## src/rtl/ifetch_if.sv

```systemverilog
// Instruction-fetch read bus (Wishbone-style classic read cycle).
//   cyc/stb : transfer active, both driven high together by the master
//   adr     : 32-bit byte read address from the master
//   dat     : 32-bit read data returned by the memory
//   ack     : read data valid; ends the transfer in that cycle
interface ifetch_if;
  logic        cyc;
  logic        stb;
  logic [31:0] adr;
  logic [31:0] dat;
  logic        ack;

  modport master (output cyc, output stb, output adr, input dat, input ack);
  modport slave  (input cyc, input stb, input adr, output dat, output ack);
endinterface

```

## src/rtl/ifetch.sv

```systemverilog
// Instruction fetch front end for the bexkat1 pipeline.
// Reads 32-bit words over the fetch bus and assembles them into a 64-bit instruction
// register. A first word with bit 0 set is followed by a 32-bit immediate word.
// Ports:
//   clk_i, rst_i  clock; asynchronous active-high reset
//   pc_set_i/pc_i redirect request and target from writeback (may be held several cycles)
//   stall_i       downstream stall; outputs hold while high
//   bus           fetch bus master (cyc/stb/adr out, dat/ack in)
//   ir_o          {immediate or 0, first word}
//   pc_o          address following the instruction in ir_o
//   valid_o       ir_o/pc_o hold a real instruction
module ifetch #(
  parameter logic [31:0] RESET_PC = 32'h0
) (
  input  logic         clk_i,
  input  logic         rst_i,
  input  logic         pc_set_i,
  input  logic [31:0]  pc_i,
  input  logic         stall_i,
  ifetch_if.master     bus,
  output logic [63:0]  ir_o,
  output logic [31:0]  pc_o,
  output logic         valid_o
);

  typedef enum logic [2:0] {StStart, StW0, StW1, StDrain, StHold} state_e;

  state_e      state_q;
  logic [31:0] fetch_pc_q;
  logic [31:0] lo_q;
  logic [31:0] drain_adr_q;
  logic [63:0] hold_ir_q;
  logic        hold_long_q;

  logic        bus_active;
  logic [31:0] bus_adr;
  logic        done;
  logic        done_long;
  logic [63:0] done_ir;
  logic [31:0] done_next_pc;
  logic [31:0] hold_next_pc;

  // Bus outputs depend on state only, so an async reset drops cyc immediately.
  assign bus_active = (state_q == StW0) || (state_q == StW1) || (state_q == StDrain);

  always_comb begin
    bus_adr = 32'h0;
    case (state_q)
      StW0:    bus_adr = fetch_pc_q;
      StW1:    bus_adr = fetch_pc_q + 32'd4;
      StDrain: bus_adr = drain_adr_q;
      default: bus_adr = 32'h0;
    endcase
  end

  assign bus.cyc = bus_active;
  assign bus.stb = bus_active;
  assign bus.adr = bus_adr;

  // An instruction completes on the ack of its last word.
  always_comb begin
    done      = 1'b0;
    done_long = 1'b0;
    done_ir   = 64'h0;
    if (bus.ack) begin
      if (state_q == StW0 && !bus.dat[0]) begin
        done    = 1'b1;
        done_ir = {32'h0, bus.dat};
      end else if (state_q == StW1) begin
        done      = 1'b1;
        done_long = 1'b1;
        done_ir   = {bus.dat, lo_q};
      end
    end
  end

  assign done_next_pc = fetch_pc_q + (done_long ? 32'd8 : 32'd4);
  assign hold_next_pc = fetch_pc_q + (hold_long_q ? 32'd8 : 32'd4);

  always_ff @(posedge clk_i or posedge rst_i) begin
    if (rst_i) begin
      state_q     <= StStart;
      fetch_pc_q  <= RESET_PC;
      lo_q        <= 32'h0;
      drain_adr_q <= 32'h0;
      hold_ir_q   <= 64'h0;
      hold_long_q <= 1'b0;
      ir_o        <= 64'h0;
      pc_o        <= 32'h0;
      valid_o     <= 1'b0;
    end else if (pc_set_i) begin
      // Redirect wins over stall and completion; partial or buffered work is dropped.
      fetch_pc_q <= pc_i;
      valid_o    <= 1'b0;
      ir_o       <= 64'h0;
      if (bus_active && !bus.ack) begin
        state_q     <= StDrain;
        drain_adr_q <= bus_adr;
      end else begin
        state_q <= StStart;
      end
    end else begin
      // Bubble unless something below loads a real instruction.
      if (!stall_i) begin
        valid_o <= 1'b0;
        ir_o    <= 64'h0;
      end

      case (state_q)
        StStart: state_q <= StW0;
        StW0: begin
          if (bus.ack) begin
            lo_q <= bus.dat;
            if (bus.dat[0]) state_q <= StW1;
          end
        end
        StW1: ;
        StDrain: begin
          if (bus.ack) state_q <= StW0;
        end
        StHold: begin
          if (!stall_i) begin
            ir_o       <= hold_ir_q;
            pc_o       <= hold_next_pc;
            valid_o    <= 1'b1;
            fetch_pc_q <= hold_next_pc;
            state_q    <= StW0;
          end
        end
        default: state_q <= StStart;
      endcase

      if (done) begin
        if (!stall_i) begin
          ir_o       <= done_ir;
          pc_o       <= done_next_pc;
          valid_o    <= 1'b1;
          fetch_pc_q <= done_next_pc;
          state_q    <= StW0;
        end else begin
          // fetch_pc stays at the instruction address until the buffer is released.
          hold_ir_q   <= done_ir;
          hold_long_q <= done_long;
          state_q     <= StHold;
        end
      end
    end
  end

endmodule

```

## src/flat_wrapper.sv

```systemverilog
// flat-port wrapper written by rule: the top's interface ports become plain ports
module ifetch_flat 
#(
  parameter logic [31:0] RESET_PC = 32'h0
)
  (clk_i, rst_i, pc_set_i, pc_i, stall_i, ir_o, pc_o, valid_o, bus_cyc, bus_stb, bus_adr, bus_dat, bus_ack);
  ifetch_if bus_i ();
  input  logic clk_i;
  input  logic rst_i;
  input  logic pc_set_i;
  input  logic [31:0] pc_i;
  input  logic stall_i;
  output logic [63:0] ir_o;
  output logic [31:0] pc_o;
  output logic valid_o;
  output wire logic [$bits(bus_i.cyc)-1:0] bus_cyc;
  output wire logic [$bits(bus_i.stb)-1:0] bus_stb;
  output wire logic [$bits(bus_i.adr)-1:0] bus_adr;
  input wire logic [$bits(bus_i.dat)-1:0] bus_dat;
  input wire logic [$bits(bus_i.ack)-1:0] bus_ack;
  assign bus_cyc = bus_i.cyc;
  assign bus_stb = bus_i.stb;
  assign bus_adr = bus_i.adr;
  assign bus_i.dat = bus_dat;
  assign bus_i.ack = bus_ack;
  ifetch #(.RESET_PC(RESET_PC)) u_core (.clk_i(clk_i), .rst_i(rst_i), .pc_set_i(pc_set_i), .pc_i(pc_i), .stall_i(stall_i), .bus(bus_i), .ir_o(ir_o), .pc_o(pc_o), .valid_o(valid_o));
endmodule
```

## config.mk

```make
export PLATFORM = sky130hd
export DESIGN_NAME = ifetch_flat
export DESIGN_NICKNAME = d
export VERILOG_FILES = /design/src/rtl/ifetch_if.sv /design/src/rtl/ifetch.sv /design/src/flat_wrapper.sv
export SDC_FILE = /design/constraint.sdc
export NUM_CORES = 1
export LEC_CHECK = 0
export ABC_AREA = 1
export CAP_MARGIN = 20
export CORE_ASPECT_RATIO = 1.5
export CORE_MARGIN = 1.5
export CORE_UTILIZATION = 41
export CTS_BUF_LIST = sky130_fd_sc_hd__clkbuf_4
export CTS_CLUSTER_SIZE = 16
export DETAILED_ROUTE_END_ITERATION = 16
export SYNTH_ARGS = -nofsm -noshare
export SYNTH_HDL_FRONTEND = slang
export SYNTH_SLANG_ARGS = --single-unit
```

## constraint.sdc

```tcl
create_clock -name clk_i -period 12.63 [get_ports clk_i]
set_input_delay 1.8945 -clock clk_i [delete_from_list [all_inputs] [get_ports clk_i]]
set_output_delay 1.8945 -clock clk_i [all_outputs]
set_load 0.05 [all_outputs]
```

* Word level (Yosys, flattened, before mapping) *
Index checks and enable logic that the tools add are counted.
Widths: inputs -> output; s select.

cells by class
  add/subtract/negate cells = 3
  equality and inequality tests = 9
  reduce and logical (&&, ||, !) cells = 11
  bitwise logic cells = 1
  multiplexer cells = 41

operators by type and width
  operator               count
  $mux 64                9
  $mux 32                9
  $pmux 32 s3            1
  $add 32x32->32         2
  $add 32x3->32 const B  1
  $mux 3                 7
  $ne 4x3->1 const B     4
  $pmux 3 s5             1
  $mux 1                 11
  $mux 4                 2
  $eq 3x2->1 const B     2
  $reduce_and 3->1       2
  $reduce_and 5->1       1
  $eq 3x1->1 const B     1
  $eq 3x3->1 const B     1
  $logic_not 3->1        1
  $ne 3x2->1 const B     1
  $logic_and 1x1->1      2
  $logic_not 1->1        2
  $logic_or 1x1->1       2
  $mux 2                 1
  $reduce_and 2->1       1
  $not 1->1              1

storage, ports and cells
  flip-flop bits (word level) = 261
  logic and storage cells = 74
  bits of input ports = 69

* Depth between registers and ports, before layout *
Gate-level depths: netlist of the first run.

  depth after elaboration = 9
  mapped depth = 17
  gate-level depth less buffers = 16

* Worst setup path before layout of the first run *
Ideal clock, no wire load.

  path type = flip-flop to output port
  from = register u_core.fetch_pc_q[3]
  to = output port bus_adr[16]
  slack = 8.259 ns
  required time = 10.736 ns
  path buffers = 0
  stages on the path, launching flop included = 8
  arrival = 2.477 ns
  cell sequence = dfrtp_1 ha_1 inv_1 nor2_1 nand2_1 nor2_1 nor2_1 o31ai_1

on the way
  longest elaborated chain between the ends = 2

ends and longest elaborated chain
  element                   line                source
  start: declaration        ifetch.sv:29        logic [31:0] fetch_pc_q;
  start signal: assignment  ifetch.sv:93        fetch_pc_q <= pc_i;
  start signal: assignment  ifetch.sv:126       fetch_pc_q <= hold_next_pc;
  start signal: assignment  ifetch.sv:138       fetch_pc_q <= done_next_pc;
  $add 32x3->32             ifetch.sv:50        StW1: bus_adr = fetch_pc_q + 32'd4;
  $pmux 32 s3               ifetch.sv:48        case (state_q)
  end: declaration          flat_wrapper.sv:18  output wire logic [$bits(bus_i.adr)-1:0] bus_adr;

No other way between the ends.

* Worst setup path in the final report of the first run *
  from = register u_core.fetch_pc_q[4]
  to = output port bus_adr[27]

The elaborated chain is that of the path after synthesis.

==> key figures, run 1 <==
Outcome
  – Status: finished, final reports clean

Yosys
  – Yosys warnings: 0
  – Ys flop type: dfrtp_1
  – Synth area leaders: dfrtp_1 (46%), nand2_1 (18%), nor2_1 (6.2%)
  – Count of unique library cells instantiated by Yosys: 35
  – Syn avg cell area: 7.15 um2
  – Count leader, synth: nand2_1
  – Commonest cells in the netlist: nand2_1 (688), dfrtp_1 (261), nor2_1 (234), inv_1 (171), o21ai_0 (137)
  – #FFs+latches synth: 261
  – Asr flop ratio synth: 100%
  – Seq/Total Area, Yosys: 46.0%
  – Top cell type's share of synthesized area: 46.0%
  – Yosys top cell by area: dfrtp_1
  – Syn nets: 2,062
  – Synthesized cell area: 14,200 um2
  – Number of synthesized flops with an enable pin: 0
  – Mapped Cells: 1,986

Floorplanning
  – Die area: 35,800 um2
  – Die Y: 231 um
  – Die Width: 155 um
  – Core footprint: 34,200 um2
  – Num ports: 200
  – Initial core utilization: 41.6%
  – Cell Rows: 83

Global routing
  – Pin count of the biggest net entering global routing: 130
  – First-pass GRT wire length: 78,200 um
  – Initial antenna violation count: 1
  – Vias in the first global route: 14.0k
  – Gr usage total: 28.6%
  – Global route total overflow: 0

Detailed routing
  – Iteration-0 DRC Markers: 898
  – Detail-routed via count per cell: 5.32
  – Post-Route WL: 50,800 um
  – Post-route DRC violation count: 0
  – Via count: 14.0k
  – DR WL/cell: 19.2 um
  – DRT antenna net count: 0
  – TritonRoute pass-1 iters: 7

Clock tree
  – Skew-Pair Late Insertion Delay: 760 ps
  – TritonCTS clock tree: done
  – Clock sink total: 261
  – CTS H-tree depth: 3
  – Num CTS Buffers: 72
  – Clk root buf: clkbuf_4
  – Post-CTS Resized: 0
  – Clock Pin Slew Worst Setup and Hold Paths: 60 ps
  – Hold_buf cts: 0
  – Postcts setup bufs: 0
  – Clk buf depth: 3

Setup path
  – Largest stage delay, worst path: 820 ps
  – Worst EP required: 10,740 ps
  – Worst setup SP type: register
  – CP Data Arrival Time: 3860 ps
  – Crit-path slowest cell: clkdlybuf4s50_1
  – Crit Path Max Fanout: 11
  – CP cell instances: nand3_1 -> nor2_1 -> nand2_1 -> nor2_1 -> nand2_1 -> nand2_1 -> nand3_1 -> nand3_1 -> clkdlybuf4s50_1
  – Crit end category: primary output
  – Crit path kind: register to primary output

Power
  – Sequential group share of total power: 34.7%
  – Pwr/cell area: 210 nW/um2
  – Leak Pwr: 8.29 nW
  – Worst vdd ir: 172 uV
  – Clock power share: 21.5%
  – Switch Pwr: 1.67 mW
  – Internal power: 1.95 mW
  – Sw frac: 46.2%
  – Gate power share: 43.8%
  – Tot Pwr: 3.62 mW

Place
  – PortBufs: 199
  – Area after DPL: 16,400 um2
  – DP Wirelength: 35,400 um
  – GPL Wtd Cong: 0.924
  – Setup WS pre-CTS: 7470 ps

Layout
  – Finished layout cell area: 17,300 um2
  – Layout cells sized above 1: 7.46%
  – Nets: 2,244
  – # fillers: 3,481
  – Final Util: 50.5%
  – Layout area overhead: 21.6%

Timing
  – Max Slew Vio Count: 0
  – Clk_skew: 57.5 ps
  – Fmax: 0.174 GHz
  – Slew HR: 31.9%
  – RSZ-0062 raised after global routing: no
  – Final WS setup: 6880 ps
  – Min Clock Period, post-route: 5750 ps
  – Final hold violations: 0
  – Slew @ Worst Pin: 1020 ps
  – Setup Total Neg Slack: 0 ps
  – Fin crit share: 45.5%
  – # setup viols final: 0

Worst hold path
  – Min-delay worst type: register to register

Run
  – Max_cap viols: 0
==> worst paths after layout <==
kind,startpoint,end,slack [ps],cells after the start
worst max-delay path,u_core.fetch_pc_q[4],bus_adr[27],6880,9
worst min-delay path,u_core.hold_ir_q[52],u_core.hold_ir_q[52],470,2
worst max register to register,u_core.state_q[2],u_core.hold_ir_q[23],8930,9
worst min register to register,u_core.hold_ir_q[52],u_core.hold_ir_q[52],470,2
max in group asynchronous,rst_i,u_core.ir_o[4],8520,4
min in group asynchronous,rst_i,async pin,1730,2
==> per-stage QoR <==
stage,hold slack (ps),instances
after detailed placement,460,2519
after global placement,456,2519
after floorplan,443,1986
final,470,2639
after CTS,476,2638
after global routing,503,2639
==> kinds of logic after synthesis <==
group                    after synthesis  share of synthesized area (%)
AO/OA/AOI/OAI                        331                           13.5
XOR/XNOR                              16                          0.987
adder cells (fa/ha/maj)                7                          0.722
buffers and inverters                286                           8.08
flip-flops                           261                           46.0
AND/OR/NAND/NOR                     1085                           30.7
==> flip-flops by register name, indices dropped and copies added (netlist names), named ones only <==
signal,cells
u_core.valid_o,1
u_core.drain_adr_q,32
u_core.ir_o,64
u_core.hold_long_q,1
u_core.lo_q,32
u_core.hold_ir_q,64
u_core.pc_o,30
u_core.state_q,3
u_core.fetch_pc_q,32
==> critical path, delay by kind of cell (launching register included) <==
kind	cells	cell delay [ps]
buffers and inverters	1	820
and+or+nand+nor	8	1770
DFF	1	530
==> metal layers <==
layer	vias to the layer above	wire (um)	GRT usage, %	share of wire, %
li1	6753	-	-	-
met4	0	3940	22.1	7.8
met3	151	2370	4.47	4.7
met2	458	25900	50.9	51
met5	-	0	0	0
met1	6686	18600	30.1	37
==> cell usage in the layout (no fill, tap or decap), types with 4 or more instances in the layout <==
cell / instances
nand2_1: 688
dfrtp_1: 261
nor2_1: 233
clkdlybuf4s50_1: 197
inv_1: 170
o21ai_0: 137
nand3_1: 119
clkbuf_4: 105
a21oi_1: 72
a22oi_1: 54
o211ai_1: 29
o21ai_1: 18
xor2_1: 16
buf_4: 15
nand4_1: 14
inv_2: 10
or2_2: 10
o221ai_1: 8
clkinv_1: 8
nand2_2: 6
a31oi_1: 5
o21a_1: 5
ha_1: 5
nor2_2: 4
==> power groups by stage <==
stage	clock network, mW	logic [mW]	registers [mW]
after floorplan	0	0.901	1.40
after global placement	0	1.58	1.26
after detailed placement	0	1.59	1.27
after CTS	0.801	1.60	1.25
after global routing	0.840	1.72	1.28
final	0.778	1.59	1.26
==> layout make-up <==
cell class	count	area (um2)	area share [%]
Clock buffer	105	788	4.57
Clock inverter	14	96.3	0.558
Inverter	181	688	3.99
Sequential cell	261	6530	37.8
Antenna cell	1	2.50	0.0145
Tap cell	425	532	3.08
Timing Repair Buffer	213	2090	12.1
Multi-Input combinational cell	1439	6540	37.9
Power figures use the tool's default switching activity.
==> inputs of run 2 (changes only) <==
Settings changed: PLACE_DENSITY set to 0.65.
Clock period 12.63 ns to 4.7 ns, I/O delays scaled along.
==> key figures, run 2 (synthesis results as in run 1) <==
Clock tree
  – Num CTS Buffers: 70
  – Clock sink total: 261
  – Clock Pin Slew Worst Setup and Hold Paths: 70 ps
  – Postcts setup bufs: 0
  – CTS H-tree depth: 3
  – TritonCTS clock tree: done
  – Skew-Pair Late Insertion Delay: 780 ps
  – Clk buf depth: 3
  – Clk root buf: clkbuf_4

Worst hold path
  – Min-delay worst type: primary input to register
  – HP Start: pc_set_i

Global routing
  – Global routing usage on met2: 51.2%
  – Met3 global-route usage: 5.99%
  – Met1 Use GR: 31.5%
  – Gr usage total: 29.2%
  – Global route total overflow: 0
  – First-pass GRT wire length: 79,100 um
  – Vias in the first global route: 14.1k
  – Initial antenna violation count: 3
  – Most Crowded Layer GR: met2
  – Pin count of the biggest net entering global routing: 138

Setup path
  – Reg2reg start: u_core.state_q[2]
  – Worst EP required: 3990 ps
  – CP Data Arrival Time: 3740 ps
  – Most used cell, CP: nand2_1
  – Largest stage delay, worst path: 810 ps
  – Crit end category: primary output
  – Worst setup SP type: register
  – CP cell instances: nand2_1 -> nor2_1 -> nand2_1 -> nor2_1 -> nand2_1 -> nand2_1 -> nand3_1 -> nand2_1 -> clkdlybuf4s50_1
  – Start point of the critical path: u_core.fetch_pc_q[15]
  – Crit path kind: register to primary output
  – Crit-path slowest cell: clkdlybuf4s50_1
  – Crit Path Max Fanout: 8

Place
  – Setup WS pre-CTS: 962 ps
  – Placed Cells incl. Taps: 2,530
  – PortBufs: 199
  – DP Wirelength: 35,800 um
  – GPL Wtd Cong: 0.983

Layout
  – Footprint of the multi-input gates: 6540 um2
  – Layout cells sized above 1: 7.80%
  – Layout area overhead: 22.1%
  – Most frequent cells in the layout: nand2_1 (688), dfrtp_1 (261), nor2_1 (233)
  – Most common cell after layout, fill and taps aside: nand2_1
  – Largest regs: u_core.hold_ir_q x64, u_core.ir_o x64
  – # fillers: 3,426
  – Final Util: 50.7%
  – Register area: 6530 um2
  – Nets: 2,253
  – Finished Layout Cells: 2,646

Timing
  – Max Slew Vio Count: 0
  – Final hold violations: 0
  – Final WS setup: 250 ps
  – Fmax: 0.225 GHz
  – Setup Total Neg Slack: 0 ps
  – # setup viols final: 0
  – Hold Slack: 367 ps
  – Min Clock Period, post-route: 4450 ps
  – RSZ-0062 raised after global routing: no
  – Fin crit share: 94.7%
  – Slew HR: 37.1%
  – Clk_skew: 37.7 ps
  – Slew @ Worst Pin: 940 ps

Floorplanning
  – Core footprint: 34,200 um2
  – Cell Rows: 83
  – Num ports: 200
  – Initial core utilization: 41.6%
  – Die Width: 155 um
  – Die Y: 231 um
  – Die area: 35,800 um2

Outcome
  – Status: finished, final reports clean

Detailed routing
  – TritonRoute pass-1 iters: 6
  – Iteration-0 DRC Markers: 1,049
  – DRT antenna net count: 0
  – Post-Route WL: 51,400 um
  – Detail-routed via count per cell: 5.38
  – Post-route DRC violation count: 0
  – DR WL/cell: 19.4 um
  – Via count: 14.2k

Run
  – Max_cap viols: 0

Power
  – Leak Pwr: 8.34 nW
  – Worst vdd ir: 458 uV
  – Pwr/cell area: 562 nW/um2
==> run 2: final timing paths <==
check | to | slack, ps | depth (start not counted)
max reg2reg | u_core.fetch_pc_q[12] | 1210 | 11
min | u_core.ir_o[27] | 370 | 2
min in group asynchronous | u_core.hold_ir_q[49] | 520 | 3
min reg2reg | u_core.hold_ir_q[0] | 470 | 2
max in group asynchronous | u_core.fetch_pc_q[1] | 3450 | 3
max | bus_adr[31] | 250 | 9
==> run 2: area by class of cell <==
class	instances	area share, %
Tap cell	425	3.07
Clock inverter	15	0.758
Timing Repair Buffer	224	12.6
Inverter	181	3.95
Multi-Input combinational cell	1439	37.7
Antenna cell	4	0.0577
Clock buffer	97	4.20
Sequential cell	261	37.7
==> run 2: report_power, final <==
part           internal [mW]  switching [mW]  total (mW)
registers               2.86           0.500        3.36
clock network           1.06            1.01        2.07
logic                   1.32            2.99        4.31
total                   5.24            4.50        9.74
==> run 2: per-layer routing <==
metal	wire length (um)	up-vias	part of all wire, %
li1	-	6754	-
met1	18300	6730	36
met2	26100	578	51
met3	3380	170	6.6
met4	3560	0	6.9
met5	0	-	0
==> run 2: metrics by stage <==
step                      cell area [um2]  total power [mW]
after floorplan                     14200              6.17
after global placement              16500              7.63
after detailed placement            16500              7.69
after CTS                           17300              9.78
after global routing                17300              10.3
final                               17300              9.74
==> run 2: critical path, delay by kind of cell, from the launching register on <==
kind	cells	cell delay [ps]
buffers and inverters	1	810
flip-flops	1	550
AND/OR/NAND/NOR	8	1610
==> run 2: timing repair <==
action                                 in CTS  in global routing
endpoints found under the hold margin       0                  0
setup endpoints to repair                   0                  1
resized for setup                           0                  1
hold buffers                                0                  0
